`config.mk`:
```
export PLATFORM = sky130hd
export DESIGN_NAME = multiplier_4_bit_unsigned
export DESIGN_NICKNAME = d
export VERILOG_FILES = /design/src/rtl/multiplier_pkg.sv /design/src/rtl/multiplier_4_bit_unsigned_full_adder.sv /design/src/rtl/multiplier_4_bit_unsigned.sv
export SDC_FILE = /design/constraint.sdc
export NUM_CORES = 1
export LEC_CHECK = 0
export CAP_MARGIN = 10
export CORE_UTILIZATION = 41
export CTS_CLUSTER_DIAMETER = 30
export CTS_CLUSTER_SIZE = 16
export DETAILED_ROUTE_END_ITERATION = 6
export GPL_ROUTABILITY_DRIVEN = 0
export PLACE_DENSITY = 0.73
export RECOVER_POWER = 50
export SYNTH_ARGS = -nofsm -noshare
export SYNTH_HDL_FRONTEND = slang
export SYNTH_SLANG_ARGS = --single-unit
```
`constraint.sdc`:
```
create_clock -name i_clk -period 4.8 [get_ports i_clk]
set_clock_uncertainty 0.05 [all_clocks]
set_input_delay 1.2 -clock i_clk [delete_from_list [all_inputs] [get_ports i_clk]]
set_output_delay 1.2 -clock i_clk [all_outputs]
set_load 0.02 [all_outputs]
```
`src/rtl/multiplier_pkg.sv`:
```
// Shared widths and limits for the 4x4 unsigned array multiplier.
package multiplier_pkg;
  localparam int OPERAND_W   = 4;
  localparam int PRODUCT_W   = 8;
  localparam int MAX_PRODUCT = 225;

  typedef logic [OPERAND_W-1:0] operand_t;
  typedef logic [PRODUCT_W-1:0] product_t;
endpackage

```
`src/rtl/multiplier_4_bit_unsigned_full_adder.sv`:
```
// Gate-level full adder; one instance per adder-array cell.
module full_adder (
  input  logic a,
  input  logic b,
  input  logic cin,
  output logic s,
  output logic cout
);
  assign s    = a ^ b ^ cin;
  assign cout = (a & b) | (a & cin) | (b & cin);
endmodule

```
`src/rtl/multiplier_4_bit_unsigned.sv`:
```
// Registered 4x4 unsigned array multiplier: AND partial products, three
// rows of ripple adders, and an output register that loads on i_valid.
module multiplier_4_bit_unsigned
  import multiplier_pkg::*;
(
  input  logic                 i_clk,
  input  logic                 i_rst,
  input  logic [OPERAND_W-1:0] i_au,
  input  logic [OPERAND_W-1:0] i_bu,
  input  logic                 i_valid,
  output logic [PRODUCT_W-1:0] o_fu,
  output logic                 o_valid
);
  // Handshake: valid-only, no ready. An operand pair with i_valid=1 at a
  // rising edge is reflected on o_fu with o_valid=1 after that edge.

  logic [OPERAND_W-1:0] w_pp [0:OPERAND_W-1];
  logic [OPERAND_W-1:0] w_x  [1:OPERAND_W-1];
  logic [OPERAND_W-1:0] w_s  [1:OPERAND_W-1];
  logic [OPERAND_W:0]   w_c  [1:OPERAND_W-1];
  product_t             w_product;
  product_t             r_fu;
  logic                 r_valid;

  genvar j, k;
  generate
    for (j = 0; j < OPERAND_W; j++) begin : g_pp
      assign w_pp[j] = i_au & {OPERAND_W{i_bu[j]}};
    end

    // Row r adds pp[r] to the upper bits of the running sum; its LSB is
    // product bit r and the rest shift down into the next row.
    for (j = 1; j < OPERAND_W; j++) begin : g_row
      if (j == 1) begin : g_first
        assign w_x[j] = {1'b0, w_pp[0][OPERAND_W-1:1]};
      end else begin : g_next
        assign w_x[j] = {w_c[j-1][OPERAND_W], w_s[j-1][OPERAND_W-1:1]};
      end
      assign w_c[j][0] = 1'b0;
      for (k = 0; k < OPERAND_W; k++) begin : g_cell
        full_adder u_fa (
          .a    (w_x[j][k]),
          .b    (w_pp[j][k]),
          .cin  (w_c[j][k]),
          .s    (w_s[j][k]),
          .cout (w_c[j][k+1])
        );
      end
    end
  endgenerate

  assign w_product = {w_c[OPERAND_W-1][OPERAND_W],
                      w_s[3][3:1], w_s[3][0], w_s[2][0], w_s[1][0],
                      w_pp[0][0]};

  always_ff @(posedge i_clk) begin
    if (i_rst) begin
      r_fu    <= '0;
      r_valid <= 1'b0;
    end else if (i_valid) begin
      r_fu    <= w_product;
      r_valid <= 1'b1;
    end else begin
      r_valid <= 1'b0;
    end
  end

  assign o_fu    = r_fu;
  assign o_valid = r_valid;
endmodule

```
# Word-level counts from Yosys, hierarchy flattened
# Index checks and enable logic that the tools add are counted.
dict set report word_totals {
  wordCells 71
  output_inout_bits 9
  reg_bits 9
  in_bits 11
}
dict set report op_classes {
  mux 1
  bitwise 68
}
# op count
set ops {}
lappend ops {{$and A1 B1 Y1} 28}
lappend ops {{$xor A1 B1 Y1} 20}
lappend ops {{$and A4 B4 Y4} 4}
lappend ops {{$or A1 B1 Y1} 16}
lappend ops {{$mux W1} 1}

# Depth between registers and ports, before layout
dict set report logic_depth {
  ltp_word 20
  depth_mapped 15
  depth_no_buf 15
}

# Modules after synthesis
# From an unflattened synthesis, not the netlist that was laid out.
dict set report unflattened {
  hier_cells 57
  hier_area_um2 664.4
}
# module cells_per_inst n_inst seq_area_each_um2 area_each_um2
set modules_own_cells {}
lappend modules_own_cells {multiplier_4_bit_unsigned 45 1 180.2 424.2}
lappend modules_own_cells {full_adder 1 12 0.0 20.0}

# Worst setup path after synthesis
# No wires, ideal clock.
dict set report synth_timing {
  path_type {input to register}
  start {in i_bu[0]}
  end {reg r_fu[6], in the netlist o_fu[6]}
  required_time_ns 4.671
  path_stages 13
  t_arrival_ns 4.546
  setup_time_ns 0.079
  setup_slack_ns 0.125
  n_path_buf 0
  cell_sequence {and2_1 ha_1 fa_1 inv_1 fa_1 inv_1 fa_1 inv_1 fa_1 fa_1 fa_1 fa_1 a211oi_2}
}
dict set report synth_between {
  elab_chain_cells 18
  elab_cells_between_ends 53
  classes_between {bitwise (53)}
}
# element line
set synth_rtl {}
lappend synth_rtl {{from (decl)} multiplier_4_bit_unsigned.sv:9} ;# input logic [OPERAND_W-1:0] i_bu,
lappend synth_rtl {{$and A4 B4 Y4 *} multiplier_4_bit_unsigned.sv:28} ;# assign w_pp[j] = i_au & {OPERAND_W{i_bu[j]}};
lappend synth_rtl {{$and A1 B1 Y1 (2 in series)} multiplier_4_bit_unsigned_full_adder.sv:10} ;# assign cout = (a & b) | (a & cin) | (b & cin);
lappend synth_rtl {{$or A1 B1 Y1 (2 in series)} multiplier_4_bit_unsigned_full_adder.sv:10}
lappend synth_rtl {{$and A1 B1 Y1} multiplier_4_bit_unsigned_full_adder.sv:10}
lappend synth_rtl {{$or A1 B1 Y1 (2 in series)} multiplier_4_bit_unsigned_full_adder.sv:10}
lappend synth_rtl {{$xor A1 B1 Y1 (3 in series)} multiplier_4_bit_unsigned_full_adder.sv:9} ;# assign s = a ^ b ^ cin;
lappend synth_rtl {{$and A1 B1 Y1} multiplier_4_bit_unsigned_full_adder.sv:10}
lappend synth_rtl {{$or A1 B1 Y1 (2 in series)} multiplier_4_bit_unsigned_full_adder.sv:10}
lappend synth_rtl {{$and A1 B1 Y1} multiplier_4_bit_unsigned_full_adder.sv:10}
lappend synth_rtl {{$or A1 B1 Y1 (2 in series)} multiplier_4_bit_unsigned_full_adder.sv:10}
lappend synth_rtl {{$xor A1 B1 Y1 *} multiplier_4_bit_unsigned_full_adder.sv:9}
lappend synth_rtl {{to (signal assigned)} multiplier_4_bit_unsigned.sv:61} ;# r_fu <= w_product;
lappend synth_rtl {{to (decl)} multiplier_4_bit_unsigned.sv:22} ;# product_t r_fu;
# Mark *: on every way between the ends. The rest lies on a longest branch, timed or not.
# A chain may end at the register's enable or synchronous reset.

# Worst setup path after layout
dict set report layout_timing {
  start {in i_au[2]}
  end {reg r_fu[6], in the netlist o_fu[6]}
}
dict set report layout_between {
  elab_chain_cells 17
  elab_cells_between_ends 54
  classes_between {bitwise (54)}
}
# element line
set layout_rtl {}
lappend layout_rtl {{from (decl)} multiplier_4_bit_unsigned.sv:8} ;# input logic [OPERAND_W-1:0] i_au,
lappend layout_rtl {{$and A4 B4 Y4} multiplier_4_bit_unsigned.sv:28}
lappend layout_rtl {{$and A1 B1 Y1} multiplier_4_bit_unsigned_full_adder.sv:10}
lappend layout_rtl {{$or A1 B1 Y1 (2 in series)} multiplier_4_bit_unsigned_full_adder.sv:10}
lappend layout_rtl {{$and A1 B1 Y1} multiplier_4_bit_unsigned_full_adder.sv:10}
lappend layout_rtl {{$or A1 B1 Y1 (2 in series)} multiplier_4_bit_unsigned_full_adder.sv:10}
lappend layout_rtl {{$xor A1 B1 Y1 (3 in series)} multiplier_4_bit_unsigned_full_adder.sv:9}
lappend layout_rtl {{$and A1 B1 Y1} multiplier_4_bit_unsigned_full_adder.sv:10}
lappend layout_rtl {{$or A1 B1 Y1 (2 in series)} multiplier_4_bit_unsigned_full_adder.sv:10}
lappend layout_rtl {{$and A1 B1 Y1} multiplier_4_bit_unsigned_full_adder.sv:10}
lappend layout_rtl {{$or A1 B1 Y1 (2 in series)} multiplier_4_bit_unsigned_full_adder.sv:10}
lappend layout_rtl {{$xor A1 B1 Y1 *} multiplier_4_bit_unsigned_full_adder.sv:9}
# Marked as above.

==> metrics.csv <==
stage;metric;value;unit
outcome;outcome;finished, final reports clean;
floorplan;I/O pin count;20;
final_layout;final core occ;0.6161;
detailed_routing;DR iter-0 viols;8;
power;overall power;225.3;uW
setup_path;Crit path required time;4930;ps
power;Peak supply drop;0.1988;mV
yosys;syn_area_per_cell;10.52;um^2
detailed_routing;via count;533;
setup_path;Critical Path Fanout Max;2;
detailed_routing;final WL;1304;um
cts;number of H-tree levels;1;
floorplan;initial core utilization;0.4505;
floorplan;Core Region;1541;um^2
detailed_routing;WL/cell;12.07;um
final_layout;NumNets Final;116;
setup_path;CP arrival;4830;ps
sta;unrepaired setup endpoints after global routing;no;
yosys;Syn. warnings;0;
final_layout;filler instances;136;
placed_design;DP HPWL;1070;um
placed_design;placed cell areas;913.4;um^2
global_routing;first-pass GRT wire length;2152;um
detailed_routing;DRT Pass-1 Iters;4;
sta;fmax;213.1;MHz
yosys;Cells after Synth;66;
floorplan;die height;43.16;um
floorplan;Core Rows;14;
final_layout;non-filler cells, final;108;
setup_path;r2r startpoint;o_fu[4];
detailed_routing;post-route antenna net violation count;0;
sta;Slew HR;0.5012;
floorplan;die width;43.16;um
detailed_routing;DRC;0;
setup_path;critical path startpoint;i_au[2];
cts;TritonCTS Buffers;3;
yosys;Post-Syn Area;694.4;um^2
global_routing;global-route usage over all layers;0.1639;
setup_path;Setup crit end kind;register;
yosys;Yosys reg bits;9;
cts;Reg clk slew, reported paths;60;ps
cts;CTS Sinks;9;
cts;CTS tree;done;
cts;CTS Hold Buffers Added;0;
placed_design;Placed Cells;104;
power;LEAKAGE;0.0004156;uW
global_routing;vias in the first global route;503;
yosys;Post-Syn Nets;89;
global_routing;largest net degree at the start of global routing;15;
setup_path;Critical Path Source Type;input pin;
global_routing;antenna violations before repair;0;
yosys;register area share after synthesis;0.2595;
min_path;Hold Crit Class;register to register;
placed_design;# port buffers;19;
sta;Final period util;0.9778;
sta;final max-slew violation count;0;
yosys;library cells used by synthesis;17;
sta;Final Hold Vio Count;0;
floorplan;die footprint;1862;um^2
power;pwr/cell area;237.3;nW/um^2
cts;Skew-Pair Late Insertion Delay;260;ps
final_layout;Area Overhead vs Synth;36.76;%
sta;final setup violation count;0;
final_layout;Antenna Diode Count;0;
flow_run;max_cap viols;0;
final_layout;layout cells sized above 1;0.2826;
cts;Max Buffers Root-to-Sink;2;
final_layout;Final Cell Area;949.7;um^2
global_routing;gr ovfl total;0;
sta;fin crit period;4693;ps
min_path;min-delay src;o_fu[0];
cts;setup bufs post-CTS;0;
cts;Root Driver;clkbuf_4;
detailed_routing;Via density;4.935;
sta;actual slew at the worst max-slew pin;745.8;ps
setup_path;Setup CP Type;input pin to register;
-- state kept, by name, indices dropped and copies added, names as in the netlist --
register,flops
o_valid,1
o_fu,8
-- cells in the final DEF (no fill, tap or decap) --
cell	synthesis	routed
nor2b_1	1	1
clkdlybuf4s50_1	0	8
a211oi_2	4	4
dlygate4sd2_1	0	4
nand3_4	1	1
fa_1	8	4
clkbuf_4	0	3
nand2_1	6	6
mux2i_1	3	3
inv_1	9	8
nor2_2	4	4
ha_1	4	3
ha_2	0	1
nand2b_1	1	1
dfxtp_1	9	9
inv_2	0	1
a21oi_2	1	1
and2_4	0	1
and2_1	9	8
clkbuf_1	0	1
fa_2	0	4
buf_4	0	6
dlygate4sd3_1	0	7
nor2_1	3	3
-- stage by stage --
stage | hold WS (ps) | worst slack, ps | setup TNS, ps
after floorplan | 502.2 | 124.9 | 0
after global placement | 416.8 | -443.0 | -880.7
after detailed placement | 415.9 | -563.2 | -1223
after CTS | 427.8 | 51.92 | 0
after global routing | 460.5 | 10.75 | 0
final | 420.4 | 106.6 | 0
-- layer usage --
metal	wire length (um)	GRT usage
met3	75	0.06809
met5	0	0
met1	520	0.1649
met2	709	0.3075
met4	0	0.03636
-- Yosys cell counts --
| library cell | count | share of area |
|---|---|---|
| and2_1 | 9 | 0.081 |
| dfxtp_1 | 9 | 0.26 |
| inv_1 | 9 | 0.049 |
| fa_1 | 8 | 0.23 |
| nand2_1 | 6 | 0.032 |
| a211oi_2 | 4 | 0.072 |
| ha_1 | 4 | 0.072 |
| nor2_2 | 4 | 0.036 |
| mux2i_1 | 3 | 0.043 |
| nor2_1 | 3 | 0.016 |
| a21oi_2 | 1 | 0.013 |
| buf_12 | 1 | 0.029 |
| buf_6 | 1 | 0.016 |
| clkbuf_2 | 1 | 0.0072 |
| nand2b_1 | 1 | 0.0090 |
| nand3_4 | 1 | 0.025 |
| nor2b_1 | 1 | 0.0090 |
-- cell type report --
cell class / instances / area (um^2) / area share
Clock buffer: 4 / 26.28 / 0.02767
Inverter: 9 / 33.78 / 0.03557
Tap cell: 16 / 20.02 / 0.02108
Multi-Input combinational cell: 45 / 459.2 / 0.4835
Timing Repair Buffer: 25 / 230.2 / 0.2424
Sequential cell: 9 / 180.2 / 0.1897
-- cell families (layout without fill, tap and decap cells) --
kind of cell | count (synthesis) | in the layout | share of synthesized area
muxes | 3 | 3 | 0.04324
buffers and inverters | 12 | 38 | 0.1009
DFF | 9 | 9 | 0.2595
adders and majority gates | 12 | 12 | 0.3027
and+or+nand+nor | 25 | 25 | 0.2090
AOI/OAI and AO/OA | 5 | 5 | 0.08469
-- where the power goes --
part	internal, uW	switching, uW
Clock	32.0	25.9
Sequential	81.6	3.49
Combinational	41.5	40.9
Total	155	70.3
-- final timing paths --
kind / endpoint / slack, ps / depth (start not counted)
setup / recovery: o_fu[6] / 110 / 13
hold / removal: o_fu[0] / 420 / 2
setup reg to reg: o_fu[4] / 4130 / 2
hold reg to reg: o_fu[0] / 420 / 2
-- critical path, stage by stage --
cell	delay [ps]
clkdlybuf4s50_1	490
and2_4	160
fa_2	190
inv_1	50
fa_1	470
inv_1	50
fa_2	330
inv_2	60
fa_1	430
fa_2	380
fa_2	370
fa_1	470
a211oi_2	180
-- repair_timing --
action | CTS | global route
gates cloned | 0 | 0
pin swaps | 9 | 0
gates resized for setup | 10 | 1
endpoints found under the setup margin | 2 | 1
No activity file was read; power rests on OpenSTA's default activity.
